`src/rtl/vec_act_stream.sv`:
```
// Handshaked multi-mode vector activation unit (pass / relu / leaky / clamp).
// Accepts one VEC_SIZE-element float vector, processes LANES elements per
// cycle over BEATS cycles, then presents the full result vector and the count
// of elements forced to +0.
module vec_act_stream #(
  parameter int unsigned VEC_SIZE   = 4,
  parameter int unsigned EXP_WIDTH  = 8,
  parameter int unsigned FRAC_WIDTH = 23,
  parameter int unsigned LANES      = 1,
  parameter int unsigned LEAK_SHIFT = 3
) (
  input  logic                                          clk,
  input  logic                                          rst_n,
  input  logic                                          in_valid,
  output logic                                          in_ready,
  input  logic [VEC_SIZE*(1+EXP_WIDTH+FRAC_WIDTH)-1:0]  in_vec,
  input  logic [1:0]                                    in_mode,
  input  logic [EXP_WIDTH+FRAC_WIDTH:0]                 clamp_max,
  output logic                                          out_valid,
  input  logic                                          out_ready,
  output logic [VEC_SIZE*(1+EXP_WIDTH+FRAC_WIDTH)-1:0]  out_vec,
  output logic [$clog2(VEC_SIZE+1)-1:0]                 zero_count
);

  localparam int unsigned FW    = 1 + EXP_WIDTH + FRAC_WIDTH;
  localparam int unsigned VW    = VEC_SIZE * FW;
  localparam int unsigned BEATS = VEC_SIZE / LANES;
  localparam int unsigned BW    = (BEATS > 1) ? $clog2(BEATS) : 1;
  localparam int unsigned ZW    = $clog2(VEC_SIZE + 1);

  // Reject parameter sets the datapath cannot honour.
  if (LANES == 0 || (VEC_SIZE % LANES) != 0) begin : g_lanes_chk
    $error("vec_act_stream: LANES must divide VEC_SIZE");
  end
  if (LEAK_SHIFT < 1 || LEAK_SHIFT > (2**EXP_WIDTH) - 2) begin : g_leak_chk
    $error("vec_act_stream: LEAK_SHIFT out of range");
  end

  typedef enum logic [1:0] {
    S_IDLE = 2'd0,
    S_RUN  = 2'd1,
    S_DONE = 2'd2
  } state_e;

  state_e                 state_q, state_d;
  logic [BW-1:0]          beat_q, beat_d;
  logic [VW-1:0]          vec_q, vec_d;
  logic [1:0]             mode_q, mode_d;
  logic [FW-2:0]          clamp_q, clamp_d;
  logic [VW-1:0]          out_vec_q, out_vec_d;
  logic [ZW-1:0]          zc_q, zc_d;
  logic                   accept;
  logic [FW:0]            lane_res;
  int unsigned            idx;

  // The clamp bound is a magnitude; its sign bit carries no information.
  logic clamp_sign_unused;
  assign clamp_sign_unused = clamp_max[FW-1];

  // Per-element activation: returns {zeroed, result}.
  function automatic logic [FW:0] act_elem(input logic [1:0]    mode,
                                           input logic [FW-2:0] clamp,
                                           input logic [FW-1:0] x);
    logic                  s;
    logic [EXP_WIDTH-1:0]  e;
    logic [FRAC_WIDTH-1:0] f;
    logic [FW-1:0]         y;
    logic                  z;
    s = x[FW-1];
    e = x[FW-2:FRAC_WIDTH];
    f = x[FRAC_WIDTH-1:0];
    y = x;
    z = 1'b0;
    // NaN passes through untouched in every mode.
    if (!((&e) && (|f))) begin
      case (mode)
        2'd0: y = x;
        2'd1: begin
          if (s) begin
            y = '0;
            z = 1'b1;
          end
        end
        2'd2: begin
          if (s && !(&e)) begin
            if (e <= EXP_WIDTH'(LEAK_SHIFT)) begin
              y = '0;
              z = 1'b1;
            end else begin
              y = {1'b1, e - EXP_WIDTH'(LEAK_SHIFT), f};
            end
          end
        end
        default: begin
          if (s) begin
            y = '0;
            z = 1'b1;
          end else if (x[FW-2:0] > clamp) begin
            y = {1'b0, clamp};
          end
        end
      endcase
    end
    return {z, y};
  endfunction

  // State and datapath registers.
  always_ff @(posedge clk or negedge rst_n) begin
    if (!rst_n) begin
      state_q   <= S_IDLE;
      beat_q    <= '0;
      vec_q     <= '0;
      mode_q    <= '0;
      clamp_q   <= '0;
      out_vec_q <= '0;
      zc_q      <= '0;
    end else begin
      state_q   <= state_d;
      beat_q    <= beat_d;
      vec_q     <= vec_d;
      mode_q    <= mode_d;
      clamp_q   <= clamp_d;
      out_vec_q <= out_vec_d;
      zc_q      <= zc_d;
    end
  end

  // Next-state, beat processing and handshake logic.
  always_comb begin
    state_d   = state_q;
    beat_d    = beat_q;
    vec_d     = vec_q;
    mode_d    = mode_q;
    clamp_d   = clamp_q;
    out_vec_d = out_vec_q;
    zc_d      = zc_q;
    accept    = 1'b0;
    in_ready  = 1'b0;
    lane_res  = '0;
    idx       = 0;

    case (state_q)
      S_IDLE: begin
        in_ready = 1'b1;
        accept   = in_valid;
      end
      S_RUN: begin
        for (int unsigned l = 0; l < LANES; l++) begin
          idx      = 32'(beat_q) * LANES + l;
          lane_res = act_elem(mode_q, clamp_q, vec_q[idx*FW +: FW]);
          out_vec_d[idx*FW +: FW] = lane_res[FW-1:0];
          zc_d     = zc_d + ZW'(lane_res[FW]);
        end
        if (beat_q == BW'(BEATS - 1)) begin
          state_d = S_DONE;
        end else begin
          beat_d = beat_q + BW'(1);
        end
      end
      S_DONE: begin
        // Back-to-back acceptance: result leaves as the next vector enters.
        in_ready = out_ready;
        if (out_ready) begin
          if (in_valid) begin
            accept = 1'b1;
          end else begin
            state_d = S_IDLE;
          end
        end
      end
      default: state_d = S_IDLE;
    endcase

    if (accept) begin
      vec_d   = in_vec;
      mode_d  = in_mode;
      clamp_d = clamp_max[FW-2:0];
      zc_d    = '0;
      beat_d  = '0;
      state_d = S_RUN;
    end
  end

  assign out_valid  = (state_q == S_DONE);
  assign out_vec    = out_vec_q;
  assign zero_count = zc_q;

endmodule

```
`config.mk`:
```
export PLATFORM = sky130hd
export DESIGN_NAME = vec_act_stream
export DESIGN_NICKNAME = d
export VERILOG_FILES = /design/src/rtl/vec_act_stream.sv
export SDC_FILE = /design/constraint.sdc
export NUM_CORES = 1
export LEC_CHECK = 0
export ABC_AREA = 0
export BUFFER_PORTS_ARGS = -buffer_cell sky130_fd_sc_hd__buf_2
export CORE_MARGIN = 4
export CORE_UTILIZATION = 55
export CTS_CLUSTER_DIAMETER = 100
export DETAILED_ROUTE_END_ITERATION = 12
export GPL_TIMING_DRIVEN = 0
export PLACE_DENSITY = 0.8
export SETUP_SLACK_MARGIN = 0.5
export SYNTH_ARGS = -nofsm -noshare
export SYNTH_HDL_FRONTEND = slang
export SYNTH_SLANG_ARGS = --single-unit
```
`constraint.sdc`:
```
create_clock -name clk -period 5 [get_ports clk]
set_clock_uncertainty 0.1 [all_clocks]
set_input_delay 0.75 -clock clk [delete_from_list [all_inputs] [get_ports clk]]
set_output_delay 0.75 -clock clk [all_outputs]
set_load 0.02 [all_outputs]
```
Yosys cells after proc, flatten, opt, wreduce, memory -nomap -nowiden
Index checks and enable logic that the tools add are counted.

Logic and storage cells: 65. Register bits: 296. Output and inout port bits: 133. Input bits: 166.

Magnitude comparators: 2. Multiplexer cells: 29. Reduce and logical (&&, ||, !) cells: 10. Add/subtract/negate cells: 4. Shift-type cells: 3. Eq/ne operators: 10.

Operators by type and width (count): 128-bit bitwise mux (1); 32-bit 2-to-1 mux (4); 32-bit by 34-bit variable shift with 128-bit output (first input constant) (1); 128-bit by 8-bit variable part select with 32-bit output (1); 32-bit by 34-bit variable part select with 128-bit output (1); 32-bit case mux with 3 select lines (1); 31-bit 2-to-1 mux (3); 7-bit negator with 34-bit output (1); 31-bit greater-than comparator (1); 23-bit OR reduction (1); 2-bit 2-to-1 mux (7); 8-bit by 2-bit less-or-equal comparator with 1-bit output (second input constant) (1); 8-bit AND reduction (1); 8-bit by 2-bit subtractor with 8-bit output (second input constant) (1); 1-bit 2-to-1 mux (7); 2-bit == test (second input constant) (3); 3-bit 2-to-1 mux (2); 1-bit case mux with 2 select lines (3); 2-bit case mux with 3 select lines (1); 2-bit by 1-bit == test with 1-bit output (second input constant) (2); 2-bit zero test (2); 2-bit != test (second input constant) (2); 4-bit AND reduction (1); 3-bit by 1-bit adder with 3-bit output (1); 8 further kinds (9).

Logic depth before layout (Yosys ltp)
Gate-level depths: netlist of the first run.

Depth after elaboration: 11. Gate-level depth with buffers: 18. Gate-level depth less buffers: 14.

Worst setup path after synthesis of the first run
Ideal clock, no wire load.

Path type: register to register. Start point: reg beat_q[0]. End point: reg out_vec_q[35] (netlist: out_vec[35]). Data required time: 4.774 ns. Arrival time: 3.554 ns. Path buffers: 3. Setup time: 0.126 ns. Stages on the path, launching flop included: 13. Path slack: 1.220 ns. Clock period less this slack: 3.780 ns. Path through: dfrtp_1 buf_6 buf_6 mux4_2 ha_1 a211oi_1 o211ai_1 a22o_1 o211ai_1 or2_2 nor3_4 buf_4 a221o_1.

Longest elaborated chain between the ends: 10. Elaborated cells between the ends (all ways): 21. Classes of those cells: 2 x add/sub; 2 x order compare; 3 x shift; 9 x mux; 5 x reduce/logical.

RTL lines: start, declared (RTL line 46) `logic [BW-1:0] beat_q, beat_d;`; start signal, assigned (RTL line 119) `beat_q <= beat_d;`; parallel branches: the longest is 9 deep, another holds 31-bit greater-than comparator; 128-bit bitwise mux * (RTL line 151) `out_vec_d[idx*FW +: FW] = lane_res[FW-1:0];`; end signal, assigned (RTL line 123) `out_vec_q <= out_vec_d;`; end, declared (RTL line 50) `logic [VW-1:0] out_vec_q, out_vec_d;`.

Mark *: on every way between the ends. The select of a mux whose other input is x is not followed. A chain may end at the register's enable or synchronous reset.

Worst setup path in the final report of the first run
Start point: reg beat_q[0]. End point: reg out_vec_q[30] (netlist: out_vec[30]).

Same word-level chain as after synthesis.

==> flow_metrics.tcl, run 1 <==
set metrics [dict create \
    status "completed" \
    tns_ns 0 \
    die_area_mm2 0.0280 \
    ys_seq_area_frac 0.530 \
    synth_warnings 0 \
    cp.required_ns 5.33 \
    synth_area_mm2 0.0140 \
    yosys_register_bits 296 \
    die_h_um 167 \
    clkTransAtPathRegs_ns 0.06 \
    critPathMaxFanout 10 \
    clkLatencyLatePin_ns 0.55 \
    power_leakage_nw 8.15 \
    clock-sinks 296 \
    pin_count 299 \
    finalWeightedCongestion 0.905 \
    synthCells 1106 \
    slew_headroom 0.225 \
    p_total_mw 13.1 \
    start_util 0.557 \
    peakVddDrop_uv 369 \
    synthArstFlopShare 1.00 \
    synth.area.top_cells "dfrtp_1 53%, mux2_2 11%, a221o_1 6.6%, mux4_2 5.0%, and2_1 4.3%" \
    cts_buffers 30 \
    fillCellCount 1890 \
    dp_hpwl_mm 31.6 \
    nets 1650 \
    vias 11100 \
    dr.pass1.iters 6 \
    powerDensity_mw_per_mm2 767 \
    root_buffer "clkbuf_16" \
    slew_violations 0 \
    wl_mm 42.7 \
    ys_types 56 \
    cp_common_cell "buf_6" \
    fp.dieW_um 167 \
    grt_max_degree 118 \
    setup_viol 0 \
    worst_setup_path_start_kind "flop" \
    drcViolationCount 0 \
    crit_type "flop to flop" \
    rsz0062_at_grt "no" \
    grt_pass1_vias 11700 \
    grt-ovfl-total 0 \
    slowest_delay_ns 0.63 \
    portBuffers 297 \
    synth-edff-count 0 \
    worst-path-buf-inv 3 \
    end_kind "flop" \
    path_delay_family "compound AO/OA/AOI/OAI gates" \
    hold_ws_ns 0.161 \
    drive_gt1_frac 0.384 \
    hold_violations 0 \
    hold_buffers 0 \
    fmax_ghz 0.226 \
    synth_flop_cell "dfrtp_1" \
    drt-wirelength-per-cell_um 23.8 \
    post-route-period-util 0.884 \
    rows 58 \
    syn_nets 1312 \
    drt_iter0_drc 977 \
    clockBufferDepth 3 \
    crit_arrival_ns 4.75 \
    post-synth-top-area-cell "dfrtp_1" \
    fin_crit_ns 4.42 \
    detail-route-antenna-nets 0 \
    drv_cap 0 \
    cts.htree.levels 1 \
    worstMarginPinSlew_ns 1.15 \
    grt_first_pass_wirelength_mm 66.4 \
    synth_top_area_share 0.530 \
    cts_tree "done" \
    grt_antenna_before_repair 7 \
    area_delta_synth_final_pct 21.7 \
    critPathSlowestCell "mux4_2" \
    coreArea_mm2 0.0251 \
    vias_per_cell 6.21 \
    cp_cell_sequence "buf_6 -> buf_6 -> mux4_2 -> ha_1 -> a21oi_1 -> a211oi_1 -> a2111oi_0 -> o2111a_1 -> clkbuf_2 -> o31a_1 -> a2111o_1 -> a22o_1" \
    track_usage 0.300 \
    syn_avg_cell_area_um2 12.6 \
    hp-class "primary input to async pin" \
]
-- where the power goes --
group	switching, mW	leakage, nW	internal (mW)
clock	0.920	0.483	1.34
combinational	3.88	3.90	2.63
sequential	0.762	3.77	3.52
total	5.56	8.15	7.49
-- through the flow --
step | setup WS (ns) | std cells | instance area, µm² | util
2_1_floorplan | 1.22 | 1106 | 14000 | -
3_3_place_gp | -2.31 | 1733 | 15900 | 0.632
3_5_place_dp | 0.449 | 1735 | 15900 | 0.635
4_1_cts | 0.541 | 1786 | 16900 | 0.675
5_1_grt | 0.462 | 1794 | 17000 | 0.677
6_report | 0.580 | 1794 | 17000 | 0.677
-- Yosys cell counts (2+ instances only) --
master and count:
nor4_1 10, nor3_4 5, o221ai_1 2, a2111o_1 2
and4_1 2, o211ai_1 12, dfrtp_1 296, buf_2 11
clkbuf_1 36, a31oi_1 2, a211oi_1 5, o21ai_0 51
buf_6 8, nand2b_1 4, a221oi_1 4, a2111oi_0 2
or2_2 2, nor2_1 26, buf_4 8, a221o_1 92
nor2b_1 6, mux4_2 31, nand3_1 3, o311ai_0 5
nor3_1 11, mux2_2 132, inv_1 37, nand2_1 75
nand3b_1 2, buf_1 3, a21oi_1 24, a21oi_2 5
mux2i_1 5, and2_1 96, or3_1 4, ha_1 40
nand4_1 11, a22o_1 18
-- flip-flops by register name, summed over array words and instances, names as in the netlist --
signal	count
beat_q	2
clamp_q	31
mode_q	2
out_vec	128
state_q	2
vec_q	128
zero_count	3
-- worst register-to-register path: stages, from the launching register on --
cell and delay (ns):
dfrtp_1 0.48, buf_6 0.23, buf_6 0.23, mux4_2 0.64, ha_1 0.36, a21oi_1 0.08, a211oi_1 0.30, a2111oi_0 0.14
o2111a_1 0.32, clkbuf_2 0.22, o31a_1 0.43, a2111o_1 0.55, a22o_1 0.24
-- layer usage --
| metal | global-route usage | wire length, µm | up-vias |
|---|---|---|---|
| li1 | - | - | 4813 |
| met5 | 0 | 60 | - |
| met4 | 0.104 | 1630 | 10 |
| met2 | 0.484 | 20100 | 576 |
| met3 | 0.0850 | 3780 | 123 |
| met1 | 0.394 | 17200 | 5622 |
-- final cells by class --
cell class	count	area, µm²	share of cell area
flip-flops and latches	296	7410	0.435
diodes	2	5.00	0.000294
repair buffers	306	1600	0.0943
multi-input cells	707	6100	0.359
clock inverters	5	77.6	0.00456
inverters	37	139	0.00816
well taps	330	413	0.0243
clock buffers	45	908	0.0534
plain buffers	66	358	0.0210
-- logic make-up (layout without fill, tap and decap cells) --
kind of cell | after synthesis | after routing | share of synthesized area
DFF | 296 | 296 | 0.530
buffers and inverters | 103 | 459 | 0.0351
adders and majority gates | 40 | 40 | 0.0358
muxes | 168 | 168 | 0.160
other | 0 | 2 | 0
xor gates and xnor gates | 2 | 2 | 0.00125
AOI/OAI and AO/OA | 235 | 235 | 0.134
and+or+nand+nor | 262 | 262 | 0.104
-- repair_timing --
item / 4_1_cts / 5_1_grt
pin swaps: 1 / 0
setup endpoints to repair: 82 / 100
setup buffers: 1 / 6
gates resized for setup: 2 / 6
-- worst paths after layout --
check                                         start                  endpoint  cells after the start  slack [ns]
min                                           rst_n     vec_q[93]$_DFFE_PN0P_                      1        0.16
max in group asynchronous                     rst_n   out_vec[38]$_DFFE_PN0P_                      3        3.24
max                           beat_q[0]$_DFFE_PN0P_   out_vec[30]$_DFFE_PN0P_                     12        0.58
min in group clk                      clamp_max[29]   clamp_q[29]$_DFFE_PN0P_                      3        0.30
min reg2reg                out_vec[127]$_DFFE_PN0P_  out_vec[127]$_DFFE_PN0P_                      2        0.39
max reg2reg                   beat_q[0]$_DFFE_PN0P_   out_vec[30]$_DFFE_PN0P_                     12        0.58
-- cell usage in the layout, fill, tap and decap left out, drive strengths merged, types with 18 or more instances in the layout --
cell    instances
a221o          92
ha             40
inv            37
dfrtp         296
buf           334
nand2          75
o21ai          52
clkbuf         83
mux2          132
a22o           18
a21oi          29
mux4           31
and2           96
nor2           27
(Power assumes the default switching activity.)
==> run 2, diff against run 1 <==
--- a/config.mk
+++ b/config.mk
@@ -7,12 +7,14 @@
 export LEC_CHECK = 0
 export ABC_AREA = 0
 export BUFFER_PORTS_ARGS = -buffer_cell sky130_fd_sc_hd__buf_2
+export CELL_PAD_IN_SITES_DETAIL_PLACEMENT = 1
+export CELL_PAD_IN_SITES_GLOBAL_PLACEMENT = 1
 export CORE_MARGIN = 4
-export CORE_UTILIZATION = 55
+export CORE_UTILIZATION = 44
 export CTS_CLUSTER_DIAMETER = 100
 export DETAILED_ROUTE_END_ITERATION = 12
 export GPL_TIMING_DRIVEN = 0
-export PLACE_DENSITY = 0.8
+export PLACE_DENSITY_LB_ADDON = 0.1
 export SETUP_SLACK_MARGIN = 0.5
 export SYNTH_ARGS = -nofsm -noshare
 export SYNTH_HDL_FRONTEND = slang
==> run 2 against run 1 <==
Against the previous run:
- clock power grew 9.7%
- highest routed layer unchanged
- register-to-register slack is essentially flat
- combinational power grew 3.5%
- clock-buffer cell count grew 5
- sequential share of layout area shrank 0.66 points
==> flow_metrics.tcl, run 2 (synthesis results as in run 1) <==
set metrics [dict create \
    status "completed" \
    fmax_ghz 0.227 \
    dp_hpwl_mm 35.2 \
    cts_buffers 35 \
    die_h_um 186 \
    cts.htree.levels 2 \
    critPathSlowestCell "mux4_2" \
    vias 11100 \
    grt_antenna_before_repair 18 \
    vias_per_cell 5.91 \
    fin_crit_ns 4.41 \
    drive_gt1_frac 0.392 \
    hold_ws_ns 0.0892 \
    portBuffers 297 \
    powerDensity_mw_per_mm2 782 \
    hold_violations 0 \
    cp_cell_sequence "buf_6 -> buf_6 -> mux4_2 -> ha_1 -> nand3b_1 -> a211oi_1 -> a2111oi_0 -> o2111a_1 -> clkbuf_2 -> o31a_1 -> a2111o_1 -> a22o_1" \
    post-route-period-util 0.883 \
    reg2regPathDepth 12 \
    clock-sinks 296 \
    drcViolationCount 0 \
    drt_iter0_drc 675 \
    final_cell_mix "304 x buf_2, 296 x dfrtp_1, 132 x mux2_2, 96 x and2_1, 92 x a221o_1" \
    rsz0062_at_grt "yes" \
    hp-class "primary input to async pin" \
    slowest_delay_ns 0.65 \
    dr.pass1.iters 5 \
    path_delay_family "compound AO/OA/AOI/OAI gates" \
    area_delta_synth_final_pct 23.6 \
    grt_first_pass_wirelength_mm 72.0 \
    r2r-end "out_vec[30]$_DFFE_PN0P_" \
    slew_headroom 0.189 \
    setup_viol 0 \
    die_area_mm2 0.0347 \
    clkTransAtPathRegs_ns 0.06 \
    clockBufferDepth 3 \
    hold_buffers 0 \
    cts_tree "done" \
    end_kind "flop" \
    r2r_slack_ns 0.59 \
    worst-path-buf-inv 3 \
    worstMarginPinSlew_ns 1.21 \
    cp_common_cell "buf_6" \
    power_leakage_nw 8.25 \
    grt-ovfl-total 0 \
    pin_count 299 \
    drt-wirelength-per-cell_um 25.5 \
    regToRegStartpoint "beat_q[0]$_DFFE_PN0P_" \
    coreArea_mm2 0.0310 \
    root_buffer "clkbuf_16" \
    p_total_mw 13.5 \
    critPathMaxFanout 10 \
    wl_mm 47.9 \
    crit_type "flop to flop" \
    fillCellCount 3288 \
    track_usage 0.273 \
    drv_cap 0 \
    slew_violations 0 \
    grt_max_degree 117 \
    finalWeightedCongestion 0.842 \
    rows 64 \
    crit_arrival_ns 4.72 \
    nets 1660 \
    final_common_cell "buf_2" \
    worst_setup_path_start_kind "flop" \
    cp.required_ns 5.31 \
    start_util 0.451 \
    fp.dieW_um 186 \
    grt_pass1_vias 11800 \
    detail-route-antenna-nets 0 \
    clkLatencyLatePin_ns 0.52 \
    peakVddDrop_uv 413 \
]
==> run 2: changes by cell type in the layout (fill, tap and decap cells not counted), moves of 2 or more <==
cell / previous run / this run
inv_6: 0 / 3
clkinv_2: 2 / 4
clkbuf_1: 41 / 38
buf_4: 15 / 20
bufinv_16: 2 / 0
clkbuf_16: 31 / 35
clkbuf_8: 8 / 12
==> run 2: cell type report <==
type                    count  area, µm²  area share
flip-flops and latches    296       7410       0.429
multi-input cells         707       6100       0.353
repair buffers            311       1640      0.0950
clock buffers              50       1050      0.0609
well taps                 396        495      0.0287
plain buffers              66        364      0.0211
inverters                  37        139     0.00804
clock inverters             9       62.6     0.00362
diodes                      3       7.51    0.000435
==> run 2: where the power goes <==
part | switching [mW] | internal, mW | total, mW
clock network | 1.01 | 1.46 | 2.48
registers | 0.780 | 3.52 | 4.30
logic | 4.04 | 2.69 | 6.74
==> run 2: worst max path at each step <==
stage                                      from                       to  slack (ns)  cells past startpoint
final                     beat_q[0]$_DFFE_PN0P_  out_vec[30]$_DFFE_PN0P_        0.59                     12
after global routing      beat_q[0]$_DFFE_PN0P_  out_vec[59]$_DFFE_PN0P_        0.47                     12
after CTS                 beat_q[0]$_DFFE_PN0P_  out_vec[55]$_DFFE_PN0P_        0.51                     12
after detailed placement  beat_q[1]$_DFFE_PN0P_  out_vec[59]$_DFFE_PN0P_        0.32                     12
after global placement                    rst_n    vec_q[81]$_DFFE_PN0P_       -2.64                      1
after floorplan           beat_q[0]$_DFFE_PN0P_  out_vec[35]$_DFFE_PN0P_        1.22                     12
==> run 2: timing repair <==
action	in CTS	in global routing
setup buffers	1	11
cloned	0	0
resized for setup	5	6
setup endpoints to repair	100	24
pin swaps	1	1
==> run 2: worst register-to-register path, delay by kind of cell, from the launching register on <==
family                   cells  cell delay, ns
buffers and inverters        3            0.69
AO/OA/AOI/OAI                6            1.92
AND/OR/NAND/NOR              1            0.09
multiplexers                 1            0.66
adder cells (fa/ha/maj)      1            0.36
flip-flops                   1            0.47
==> run 2: per-stage QoR <==
stage / cell area [µm²] / util / instances / setup slack (ns) / TNS, ns
3_3_place_gp: 16000 / 0.515 / 1799 / -2.64 / -767.44
3_5_place_dp: 16000 / 0.517 / 1801 / 0.320 / 0
4_1_cts: 17200 / 0.554 / 1861 / 0.512 / 0
2_1_floorplan: 14000 / - / 1106 / 1.22 / 0
5_1_grt: 17300 / 0.557 / 1873 / 0.471 / 0
6_report: 17300 / 0.557 / 1875 / 0.587 / 0
==> run 2: layer usage <==
layer	vias up	wire length, µm	global-route usage
met5	-	181	0
met2	365	22800	0.439
met1	5741	20600	0.377
met3	99	3290	0.0704
li1	4839	-	-
met4	30	1000	0.0609
